File: src/rtl/fetch_if.sv
// Fetch unit bus bundle: start/status handshake, program-memory read port and
// the instruction hand-off to the downstream controller.
interface fetch_if #(
  parameter int PC_BITS    = 8,
  parameter int VALUE_BITS = 8
);
  logic                  start;
  logic [PC_BITS-1:0]    start_addr;
  logic                  mem_rd;
  logic [PC_BITS-1:0]    mem_addr;
  logic                  mem_valid;
  logic [VALUE_BITS-1:0] mem_data;
  logic                  ready;
  logic                  enable;
  logic [VALUE_BITS-1:0] value;
  logic                  busy;
  logic                  done;
  logic                  error;

  modport master (
    input  start, start_addr, mem_valid, mem_data, ready,
    output mem_rd, mem_addr, enable, value, busy, done, error
  );

  modport slave (
    output start, start_addr, mem_valid, mem_data, ready,
    input  mem_rd, mem_addr, enable, value, busy, done, error
  );
endinterface

File: src/rtl/fetch.sv
// Instruction fetch FSM: reads one byte per instruction from program memory,
// stops on a HALT opcode (zero) or a read timeout, and hands bytes downstream.
module fetch #(
  parameter int ADDRESS_BITS = 5,
  parameter int INSTR_BITS   = 3,
  parameter int PC_BITS      = 8,
  parameter int TIMEOUT      = 15
) (
  input logic    clk,
  input logic    rst_n,
  fetch_if.master bus
);
  localparam int VALUE_BITS = INSTR_BITS + ADDRESS_BITS;

  localparam logic [1:0] S_IDLE  = 2'd0;
  localparam logic [1:0] S_REQ   = 2'd1;
  localparam logic [1:0] S_WAIT  = 2'd2;
  localparam logic [1:0] S_ISSUE = 2'd3;

  localparam logic [7:0] TIMEOUT_C = 8'(TIMEOUT);

  logic [1:0]            state_q, state_d;
  logic [PC_BITS-1:0]    pc_q, pc_d;
  logic [VALUE_BITS-1:0] value_q, value_d;
  logic [7:0]            cnt_q, cnt_d;
  logic                  err_q, err_d;
  logic                  done_q, done_d;
  logic [7:0]            cnt_inc;

  function automatic logic is_halt(input logic [VALUE_BITS-1:0] d);
    return (d[VALUE_BITS-1:ADDRESS_BITS] == {INSTR_BITS{1'b0}});
  endfunction

  assign cnt_inc = cnt_q + 8'd1;

  // Next-state and datapath decode
  always_comb begin
    state_d = state_q;
    pc_d    = pc_q;
    value_d = value_q;
    cnt_d   = cnt_q;
    err_d   = err_q;
    done_d  = 1'b0;
    case (state_q)
      S_IDLE: begin
        if (bus.start) begin
          pc_d    = bus.start_addr;
          err_d   = 1'b0;
          state_d = S_REQ;
        end else begin
          state_d = S_IDLE;
        end
      end
      S_REQ: begin
        cnt_d   = 8'd0;
        state_d = S_WAIT;
      end
      S_WAIT: begin
        if (bus.mem_valid) begin
          if (is_halt(bus.mem_data)) begin
            done_d  = 1'b1;
            state_d = S_IDLE;
          end else begin
            value_d = bus.mem_data;
            state_d = S_ISSUE;
          end
        end else if (cnt_inc == TIMEOUT_C) begin
          // Give up: the WAIT state has now lasted TIMEOUT cycles.
          cnt_d   = cnt_inc;
          err_d   = 1'b1;
          state_d = S_IDLE;
        end else begin
          cnt_d   = cnt_inc;
        end
      end
      S_ISSUE: begin
        if (bus.ready) begin
          pc_d    = pc_q + PC_BITS'(1);
          state_d = S_REQ;
        end else begin
          state_d = S_ISSUE;
        end
      end
      default: begin
        state_d = S_IDLE;
      end
    endcase
  end

  // State and datapath registers
  always_ff @(posedge clk or negedge rst_n) begin
    if (!rst_n) begin
      state_q <= S_IDLE;
      pc_q    <= {PC_BITS{1'b0}};
      value_q <= {VALUE_BITS{1'b0}};
      cnt_q   <= 8'd0;
      err_q   <= 1'b0;
      done_q  <= 1'b0;
    end else begin
      state_q <= state_d;
      pc_q    <= pc_d;
      value_q <= value_d;
      cnt_q   <= cnt_d;
      err_q   <= err_d;
      done_q  <= done_d;
    end
  end

  assign bus.mem_rd   = (state_q == S_REQ);
  assign bus.mem_addr = pc_q;
  assign bus.enable   = (state_q == S_ISSUE) && bus.ready;
  assign bus.value    = value_q;
  assign bus.busy     = (state_q != S_IDLE);
  assign bus.done     = done_q;
  assign bus.error    = err_q;
endmodule

File: src/flat_wrapper.sv
// flat-port wrapper written by rule: the top's interface ports become plain ports
module fetch_flat 
#(
  parameter int ADDRESS_BITS = 5,
  parameter int INSTR_BITS   = 3,
  parameter int PC_BITS      = 8,
  parameter int TIMEOUT      = 15
)
  (clk, rst_n, bus_start, bus_start_addr, bus_mem_valid, bus_mem_data, bus_ready, bus_mem_rd, bus_mem_addr, bus_enable, bus_value, bus_busy, bus_done, bus_error);
  fetch_if #(.PC_BITS(PC_BITS), .VALUE_BITS(8)) bus_i ();
  input logic clk;
  input logic rst_n;
  input wire logic [$bits(bus_i.start)-1:0] bus_start;
  input wire logic [$bits(bus_i.start_addr)-1:0] bus_start_addr;
  input wire logic [$bits(bus_i.mem_valid)-1:0] bus_mem_valid;
  input wire logic [$bits(bus_i.mem_data)-1:0] bus_mem_data;
  input wire logic [$bits(bus_i.ready)-1:0] bus_ready;
  output wire logic [$bits(bus_i.mem_rd)-1:0] bus_mem_rd;
  output wire logic [$bits(bus_i.mem_addr)-1:0] bus_mem_addr;
  output wire logic [$bits(bus_i.enable)-1:0] bus_enable;
  output wire logic [$bits(bus_i.value)-1:0] bus_value;
  output wire logic [$bits(bus_i.busy)-1:0] bus_busy;
  output wire logic [$bits(bus_i.done)-1:0] bus_done;
  output wire logic [$bits(bus_i.error)-1:0] bus_error;
  assign bus_i.start = bus_start;
  assign bus_i.start_addr = bus_start_addr;
  assign bus_i.mem_valid = bus_mem_valid;
  assign bus_i.mem_data = bus_mem_data;
  assign bus_i.ready = bus_ready;
  assign bus_mem_rd = bus_i.mem_rd;
  assign bus_mem_addr = bus_i.mem_addr;
  assign bus_enable = bus_i.enable;
  assign bus_value = bus_i.value;
  assign bus_busy = bus_i.busy;
  assign bus_done = bus_i.done;
  assign bus_error = bus_i.error;
  fetch #(.ADDRESS_BITS(ADDRESS_BITS), .INSTR_BITS(INSTR_BITS), .PC_BITS(PC_BITS), .TIMEOUT(TIMEOUT)) u_core (.clk(clk), .rst_n(rst_n), .bus(bus_i));
endmodule
File: config.mk
export PLATFORM = sky130hd
export DESIGN_NAME = fetch_flat
export DESIGN_NICKNAME = d
export VERILOG_FILES = /design/src/rtl/fetch_if.sv /design/src/rtl/fetch.sv /design/src/flat_wrapper.sv
export SDC_FILE = /design/constraint.sdc
export NUM_CORES = 1
export LEC_CHECK = 0
export CAP_MARGIN = 20
export CORE_AREA = 2 2 68 63
export DETAILED_ROUTE_END_ITERATION = 10
export DIE_AREA = 0 0 70 65
export PLACE_DENSITY = 0.83
export SLEW_MARGIN = 10
export SYNTH_ARGS = -nofsm -noshare
export SYNTH_HDL_FRONTEND = slang
export SYNTH_SLANG_ARGS = --single-unit
File: constraint.sdc
create_clock -name clk -period 1.6 [get_ports clk]
set_input_delay 0.32 -clock clk [delete_from_list [all_inputs] [get_ports clk]]
set_output_delay 0.32 -clock clk [all_outputs]
set_load 0.02 [all_outputs]
## Yosys cells after proc, flatten, opt, wreduce, memory -nomap -nowiden

Cells that the tools add are included.

- Output and inout port bits: 21
- Logic and storage cells: 47
- Register bits after elaboration: 28

- Bitwise operators: 1
- Equality and inequality tests: 9
- Mux-type cells: 18
- Add/sub/neg operators: 2
- Reductions and logical operators: 11

Operator list:

| cell | number |
|---|---|
| 8-bit one-hot mux with 2 select lines | 2 |
| 8-bit 2-to-1 mux | 3 |
| 8-bit by 1-bit adder with 8-bit output, second input constant | 2 |
| 8-bit by 4-bit == test with 1-bit output, second input constant | 1 |
| 2-bit 2-to-1 mux | 4 |
| 2-bit one-hot mux with 4 select lines | 1 |
| 2-bit nonzero test | 4 |
| 1-bit 2-to-1 mux | 7 |
| 2-bit != test, second input constant | 3 |
| 3-bit AND reduction | 2 |
| 2-bit == test, second input constant | 2 |
| 4-bit AND reduction | 1 |
| 3-bit zero test | 1 |
| 3-bit by 2-bit != test with 1-bit output, second input constant | 1 |
| 2-bit by 1-bit == test with 1-bit output, second input constant | 1 |
| 2-bit zero test | 1 |
| 2-bit by 1-bit != test with 1-bit output, second input constant | 1 |
| 1-bit one-hot mux with 2 select lines | 1 |
| 2-bit AND reduction | 1 |
| 1-bit logical AND | 1 |
| 1-bit NOT | 1 |

## Logic depth before layout (Yosys ltp)

Gate-level depths: netlist (run 1).

- Depth in word-level cells: 5
- Gate-level depth with buffers: 7
- Depth with buffers taken out: 7

## Worst setup path before layout (run 1)

OpenSTA, ideal clock, no wires.

- Kind: register to register
- Start: register u_core.state_q[1]
- End: register u_core.pc_q[2] (netlist: u_core.bus.mem_addr[2])
- Setup slack: 0.016 ns
- Required time: 1.479 ns
- Cell stages (with the launch flop): 7
- Clock period less this slack: 1.584 ns
- Arrival: 1.462 ns
- Path through: dfrtp_1 -> buf_6 -> or3b_4 -> and2_4 -> buf_6 -> buf_6 -> o22a_1

- Longest elaborated chain between the ends: 3
- Elaborated cells between the ends (all ways): 7
- Classes of those cells: 3 x eq/ne; 1 x mux; 3 x reduce/logical

Ends and longest elaborated chain:

| element | RTL line | text |
|---|---|---|
| start, declared | fetch.sv:22 | `logic [1:0] state_q, state_d;` |
| start signal, assigned | fetch.sv:100 | `state_q <= state_d;` |
| 2-bit == test or 2-bit zero test (tied branches) | fetch.sv:44 | `case (state_q)` |
| 2-bit != test (no source line) or 2-bit nonzero test (tied branches) | -- |  |
| 3-bit AND reduction (no source line) | -- |  |
| end signal, assigned | fetch.sv:94 | `pc_q <= {PC_BITS{1'b0}};` |
| end signal, assigned | fetch.sv:101 | `pc_q <= pc_d;` |
| end, declared | fetch.sv:23 | `logic [PC_BITS-1:0] pc_q, pc_d;` |

Several ways; a longest one is shown, not always the timed one.
A chain may end at the register's enable or synchronous reset.

## Worst setup path after layout (run 1)

- Start: register u_core.cnt_q[1]
- End: register u_core.err_q (netlist: u_core.bus.error)

- Longest elaborated chain between the ends: 4

Ends and longest elaborated chain:

| element | RTL line | text |
|---|---|---|
| start, declared | fetch.sv:25 | `logic [7:0] cnt_q, cnt_d;` |
| start signal, assigned | fetch.sv:103 | `cnt_q <= cnt_d;` |
| 8-bit by 1-bit adder with 8-bit output | fetch.sv:34 | `assign cnt_inc = cnt_q + 8'd1;` |
| 8-bit by 4-bit == test with 1-bit output | fetch.sv:67 | `end else if (cnt_inc == TIMEOUT_C) begin` |
| 2-bit by 1-bit != test with 1-bit output (no source line) | -- |  |
| 4-bit AND reduction (no source line) | -- |  |
| end signal, assigned | fetch.sv:104 | `err_q <= err_d;` |
| end, declared | fetch.sv:26 | `logic err_q, err_d;` |

No other way between the ends.

==> results by stage, run 1 <==
Critical path:
- The number of cells traversed by the worst register-to-register path is 5.
- The category of the most critical setup path is register to register.
- The required time at the endpoint of the critical path is about 1.8 ns.
- STA classifies the critical path startpoint as a register.
- STA classifies the critical path endpoint as a register.
- In this run the worst path has a maximum fanout of 5.
- Data on the critical path arrives at its endpoint at around 1.8 ns.
- The end of the worst register-to-register path is u_core.bus.error$_DFFE_PN0P_.
- The reg2reg setup slack is 0.01 ns.
- The origin of the critical flop-to-flop path is u_core.cnt_q[1]$_DFFE_PN0P_.

Layout:
- The post-synthesis to final-layout area growth is 45.13%.
- The diode insertion count for antenna repair is 0.
- After filler insertion, the fill cell instance count of the layout stands at around 340.
- The commonest non-fill, non-tap cell in the layout is sky130_fd_sc_hd__dfrtp_1.
- The layout cell share with drive strength beyond 1 is 0.2131.
- In the layout the commonest cells are sky130_fd_sc_hd__dfrtp_1, sky130_fd_sc_hd__buf_4, sky130_fd_sc_hd__nand2_1, sky130_fd_sc_hd__clkdlybuf4s50_1.
- In the final layout, flip-flops and latches occupy 703.2 um^2.
- The final cell count without fillers is 292.
- The fraction of the core area covered by cells at the end of the flow is 0.5960.
- The summed area of non-filler cells in the final layout is 2330 um^2.
- The layout net count is about 270.
- In the final layout, the multi-input gates occupy between 800 and 900 um^2.

Die:
- The die boundary width is 70 um.
- The floorplan has 22 rows.
- In this run the count of I/O pins placed on the die edge is 42.
- The area inside the core boundary is a little under 4000 um^2.
- The die covers 4550 um^2.
- The effective utilization at floorplan is 0.4107.
- The vertical extent of the die is 65 um.

STA:
- At the pin with the least slew margin, the transition time is 0.3560 ns.
- The final critical path time including I/O delays and setup is between 1.5 and 2 ns.
- The number of slew-limit violations in the final report is 0.
- The setup total negative slack is 0 ns.
- The final critical-path share of the clock period is 0.9940.
- The final hold violation count is 0.
- Setup repair after global routing could not meet its margin everywhere.
- The highest achievable clock rate is ~630 MHz.
- The relative max-transition margin is 0.7627.
- Setup violations remaining at the end of the flow were counted as 0.
- On the final layout, the worst clock skew is ~0.0031 ns.

GRT:
- The total overflow left after global routing is 0.
- The met3 track demand over resource is 0.02955.
- The number of global-route vias before repair was between 1000 and 1500.
- The first global-routing pass estimated just under 7 mm of wire.
- The maximum number of pins on one net before global-route repair is 29.
- The initial antenna violation count came to 0.
- For this run, global-route usage on met2 was measured as 0.3262.
- The met1 track utilization from global routing is 0.2360.
- Across every metal layer, demand over resource in global routing totals 0.1889.
- The layer carrying the most global-route usage is met2.

Synth:
- The number of nets handed over by synthesis was about 200.
- The post-synthesis simple-gate area fraction is 0.2369.
- The compound-cell area share of the yosys netlist is 0.1925.
- The combinational family with the most area after synthesis is simple AND/OR/NAND/NOR gates.
- The prevailing post-synth register cell is sky130_fd_sc_hd__dfrtp_1.
- The largest area contributor in the netlist is sky130_fd_sc_hd__dfrtp_1.
- Of the total synthesized cell area, the portion taken by full adders, half adders and majority gates is 0.02338.
- The share of synthesized registers carrying an async set or reset is 1.000.
- The count of flip-flops with a built-in enable after synthesis is 0.
- The flop and latch count out of synthesis is 28.
- The synthesized instance count is approximately 180.
- After synthesis, the cell types taking the most area are sky130_fd_sc_hd__dfrtp_1, sky130_fd_sc_hd__nand2_1, sky130_fd_sc_hd__o21ai_1.
- The fraction of the yosys area taken by sequential cells is 0.4365.
- Of the post-synthesis cell area, the dominant cell type holds 0.4365.
- The synthesized area per cell is 8.869 um^2.
- In this run the cell area of the synthesized design comes to 1605 um^2.
- The portion of synthesized area spent on multiplexers is 0.05066.
- The number of warnings issued by yosys is 0.
- Of the total synthesized cell area, the portion taken by XOR and XNOR cells is 0.005456.
- The number of different library cells in the post-synthesis netlist is 43.

Clocking:
- The clock network latency to the later pin of the worst-skew pair is between 0.2 and 0.3 ns.
- The clock net in this run drives a total of 28 sinks.
- The root buffer cell is sky130_fd_sc_hd__clkbuf_8.
- In this run, CTS created clock tree buffers numbering 3.
- The H-tree level count is 1.
- The TritonCTS clock tree is done.
- The longest clock path from root to sink contains 2 buffers.
- After clock tree synthesis, the clock-pin slew on the worst setup and hold paths is approximately 0.1 ns.

Pwr:
- The analysis attributes to cell leakage a power of about 1.2 nW.
- The overall power is just under 4 mW.
- Across the VDD grid, the largest voltage drop is around 0.88 mV.
- Power spread over the standard cell area amounts to roughly 1700 nW/um^2.

Placement:
- The total placed cells including tap cells is roughly 280.
- After detailed placement, the total cell area comes to 2180 um^2.
- After legalization and detailed placement, the total HPWL measured around 2.8 mm.
- The total of buffers placed on input and output ports is 41.
- The final weighted congestion in routability-driven placement is a little under 0.8.

Drt:
- The post-route antenna net violation count is 0.
- In this run, the number of DRC markers left after iteration 0 of detailed routing was between 70 and 80.
- The via total after detailed routing is between 1500 and 2000.
- The detailed-routing iteration count for the pre-antenna-repair pass is 4.
- The final routed wirelength across all metal layers is around 4 mm.
- Dividing the detail-routed wire length by the instance count gives 14.11 um.
- The final routed DRC violation total is 0.
- The post-detailed-route via-to-cell ratio is between 5 and 6.

Run status:
- The flow ran to the end, and the final reports show no timing, DRC or antenna violations.

Worst hold path:
- The worst min-delay path category is input pin to async pin.

Job:
- The max-cap check violation count is 0.
[metrics by stage]
stage | worst slack [ns] | hold slack [ns]
floorplan | 0.01622 | 0.02441
global placement | -0.3106 | 0.4591
detailed placement | -0.3207 | 0.4663
CTS | -0.004113 | 0.4140
global route | -0.05224 | 0.4463
finish | 0.009620 | 0.3992
[Yosys cell counts (2+ instances only)]
library cell / count
sky130_fd_sc_hd__a31oi_1: 7
sky130_fd_sc_hd__and2_1: 2
sky130_fd_sc_hd__dfrtp_1: 28
sky130_fd_sc_hd__and3_1: 3
sky130_fd_sc_hd__o21ai_1: 16
sky130_fd_sc_hd__mux2i_1: 7
sky130_fd_sc_hd__ha_1: 3
sky130_fd_sc_hd__o211ai_1: 2
sky130_fd_sc_hd__nand3_1: 8
sky130_fd_sc_hd__o22ai_1: 3
sky130_fd_sc_hd__o311ai_0: 2
sky130_fd_sc_hd__clkbuf_1: 6
sky130_fd_sc_hd__buf_6: 3
sky130_fd_sc_hd__nor2_1: 16
sky130_fd_sc_hd__a22o_1: 3
sky130_fd_sc_hd__inv_1: 5
sky130_fd_sc_hd__nor2b_1: 4
sky130_fd_sc_hd__a21oi_1: 6
sky130_fd_sc_hd__nand2b_1: 3
sky130_fd_sc_hd__nor3_1: 5
sky130_fd_sc_hd__o21ai_0: 4
sky130_fd_sc_hd__nand2_1: 24
[power by group]
group          switching, mW  leakage (nW)  internal [mW]
Clock                  0.234        0.0288          0.221
Combinational           1.16         0.786           1.05
Sequential             0.253         0.356          0.971
Total                   1.65          1.17           2.24
[cells by family (layout without fill, tap and decap cells)]
group                    after synthesis  in the layout
AND/OR/NAND/NOR                       76             78
AO/OA/AOI/OAI                         49             49
flip-flops                            28             28
buffers and inverters                 16             77
multiplexers                           8              8
adder cells (fa/ha/maj)                3              3
XOR/XNOR                               1              1
[registers in the layout, indices dropped and copies added (netlist names)]
name                 flops
u_core.bus.done          1
u_core.bus.error         1
u_core.bus.mem_addr      8
u_core.bus.value         8
u_core.cnt_q             8
u_core.state_q           2
[repair_timing]
item	CTS	global route
setup endpoints to repair	17	22
setup buffers	2	2
pin swaps	1	3
cloned	0	2
resized for setup	19	22
hold buffers	0	0
[worst max path at each step]
stage,to,startpoint
detailed placement,bus_enable,bus_ready
global route,u_core.cnt_q[6]$_DFFE_PN0P_,u_core.cnt_q[0]$_DFFE_PN0P_
floorplan,u_core.bus.mem_addr[2]$_DFFE_PN0P_,u_core.state_q[1]$_DFFE_PN0P_
CTS,bus_busy,u_core.state_q[0]$_DFFE_PN0P_
finish,u_core.bus.error$_DFFE_PN0P_,u_core.cnt_q[1]$_DFFE_PN0P_
global placement,bus_enable,bus_ready
[critical path, cell delays in order (launching register included)]
cell and delay (ns):
sky130_fd_sc_hd__dfrtp_1 0.44, sky130_fd_sc_hd__and3_2 0.25, sky130_fd_sc_hd__nand3_2 0.13, sky130_fd_sc_hd__mux2i_2 0.26
sky130_fd_sc_hd__o22ai_2 0.13, sky130_fd_sc_hd__a32o_1 0.27
[routing by layer]
layer | wire, um | part of all wire
met1 | 1844 | 0.45
met2 | 2041 | 0.50
met3 | 170 | 0.041
met4 | 62 | 0.015
met5 | 0 | 0
[final cells by class]
| class | instances | area share |
|---|---|---|
| repair buffers | 68 | 0.2675 |
| inverters | 5 | 0.008056 |
| clock buffers | 4 | 0.02363 |
| well taps | 48 | 0.02578 |
| multi-input cells | 139 | 0.3733 |
| flip-flops and latches | 28 | 0.3018 |
Power figures use the tool's default switching activity.
==> inputs of run 2 (changes only) <==
Settings changed: CTS_BUF_LIST set to sky130_fd_sc_hd__clkbuf_8 sky130_fd_sc_hd__clkbuf_16.
==> results of run 2 <==
Same layout as run 1: the final DEF is identical, and so are final timing and power.
==> RTL change: new RTL, config.mk and constraints of run 1 <==
Make the reset (`rst_n`) synchronous in one clocked block.
--- a/src/rtl/fetch.sv
+++ b/src/rtl/fetch.sv
@@ -90,3 +90,3 @@
   // State and datapath registers
-  always_ff @(posedge clk or negedge rst_n) begin
+  always_ff @(posedge clk) begin
     if (!rst_n) begin
Behaviour: differs if rst_n is asserted again (counterexample within 4 cycles, from zero or initial values and one cycle with rst_n low); with rst_n held inactive, the same outputs for 10 cycles.
==> RTL change against run 1 <==
  * Routed wire length is 0.56% lower
  * Sequential cell count unchanged
  * Clock skew increased by 0.0051 ns
  * Synthesized cell count rose by 6.6%
  * Area after synthesis down 1.0%
  * Critical path type is now primary input to output port
  * Largest cell class unchanged
  * Cell area shrank 4.1%
  * Highest routed layer unchanged
  * Register-to-register slack better by 0.09 ns
  * Setup slack improved by 0.037 ns
Power is not compared: it rests on default switching activity, and its combinational part moved more than twofold at a synthesized area within 25%.
==> RTL change: results (changes against run 1) <==
Layout
  • Share of cells above drive strength 1: 15.70% (-5.6 points)
  • Fillers: 345 (+0.88%)
  • Final net count: 267 (-0.74%)

Setup path
  • Slowest CP cell: clkdlybuf4s50_1
  • Critical Path Source: bus_ready
  • Top fanout value on the critical path: 3 (-2)
  • WP data arrival: 1.23 ns (-0.54 ns)
  • Crit-path max cell delay: 0.49 ns (+0.05 ns)
  • FF-to-FF Start: u_core.cnt_q[1]$_SDFFE_PN0P_

Placed design
  • Dpl ws: -0.3805 ns (-0.05983 ns)
  • DP Area: 2132 um^2 (-2.2%)
  • Hpwl dp: 2856 um (+0.90%)
  • GP Congestion: 0.8786 (+13%)

Yosys
  • Async SR Flop Fraction: 0% (-100 points)
  • Seq/Total Area, Yosys: 35.28% (-8.4 points)
  • Post-synth top cells: dfxtp_1, nor2_1, a21oi_1, nand2_1, mux2i_1
  • Synth cell types: 48 (+12%)
  • Top FF cell, synth: dfxtp_1
  • Synth area leaders: dfxtp_1, mux2i_1, nor2_1, a21oi_1, nand2_1
  • Synthesized net count: 217 (+5.9%)

Clock network
  • Setup Buffers After CTS: 0 (-2)
  • Total CTS buffers: 3 (unchanged)

Global route
  • Largest net degree at the start of global routing: 26 (-10%)
  • Vias in the first global route: 1546 (+4.8%)
  • Initial antenna violation count: 0 (unchanged)
  • Overall routing resource usage: 18.87% (-0.022 points)

Min path
  • Worst min-delay path category: flip-flop to flip-flop
  • Hold Crit Start: u_core.bus.error$_SDFFE_PN0P_

STA
  • Tightest Pin Transition: 0.3598 ns (+0.003760 ns)
  • Clock Skews: 0.008208 ns (+0.005082 ns)

Drt
  • Vias/cell: 5.569 (+3.4%)
  • Total Routed Length: 4096 um (-0.56%)
  • Initial detailed-routing violation count: 75 (+2.7%)

Run status
  • Status: finished clean
RTL change: what timing repair did:
action | CTS | global route
endpoints found under the setup margin | 12 | 15
resized for setup | 17 | 12
gates cloned | 0 | 0
pin swaps | 0 | 1
RTL change: area by class of cell:
class                   count  area (um^2)  share of cell area [%]
clock inverters             1        30.03                   1.344
inverters                   3        11.26                  0.5039
well taps                  48        60.06                   2.688
multi-input cells         148        970.9                   43.45
repair buffers             59        558.0                   24.97
clock buffers               3        41.29                   1.848
flip-flops and latches     28        563.0                   25.20
RTL change: cells by family after synthesis:
group | count (synthesis) | share of synthesized area (%)
mux | 9 | 5.670
simple gates | 85 | 29.13
buf+inv | 17 | 5.433
flops | 28 | 35.28
fa+ha+maj | 3 | 2.362
compound gates | 51 | 22.13
RTL change: routing by layer:
layer / vias up / track usage [%] / share of wire (%)
li1: 798 / - / -
met1: 739 / 24.64 / 45
met2: 72 / 31.43 / 47
met3: 6 / 2.955 / 6.4
met4: 0 / 7.212 / 1.5
met5: - / 0 / 0
RTL change: power by group:
group          internal (mW)  total (mW)  leakage (nW)  switching (mW)
clock network          0.335       0.556        0.0357           0.221
registers              0.728       0.762         0.229          0.0342
logic                  0.180       0.359         0.615           0.179
total                   1.24        1.68         0.879           0.434
RTL change: final timing paths:
check                                   end  slack, ns  depth (start not counted)
max                              bus_enable       0.05                          3
min           u_core.bus.error$_SDFFE_PN0P_       0.50                          1
max reg2reg  u_core.state_q[1]$_SDFFE_PN0P_       0.10                          5
min reg2reg   u_core.bus.error$_SDFFE_PN0P_       0.50                          1
RTL change: stage by stage:
step / hold WS, ns / setup TNS [ns] / std cells
2_1_floorplan: 0.4458 / 0 / 193
3_3_place_gp: 0.4808 / -3.196 / 286
3_5_place_dp: 0.4822 / -3.745 / 286
4_1_cts: 0.5061 / 0 / 290
5_1_grt: 0.5411 / 0 / 290
6_report: 0.5016 / 0 / 290
RTL change: worst max-delay path, delay by kind of cell:
family | cells | cell delay (ns)
buf+inv | 2 | 0.67
simple gates | 1 | 0.25
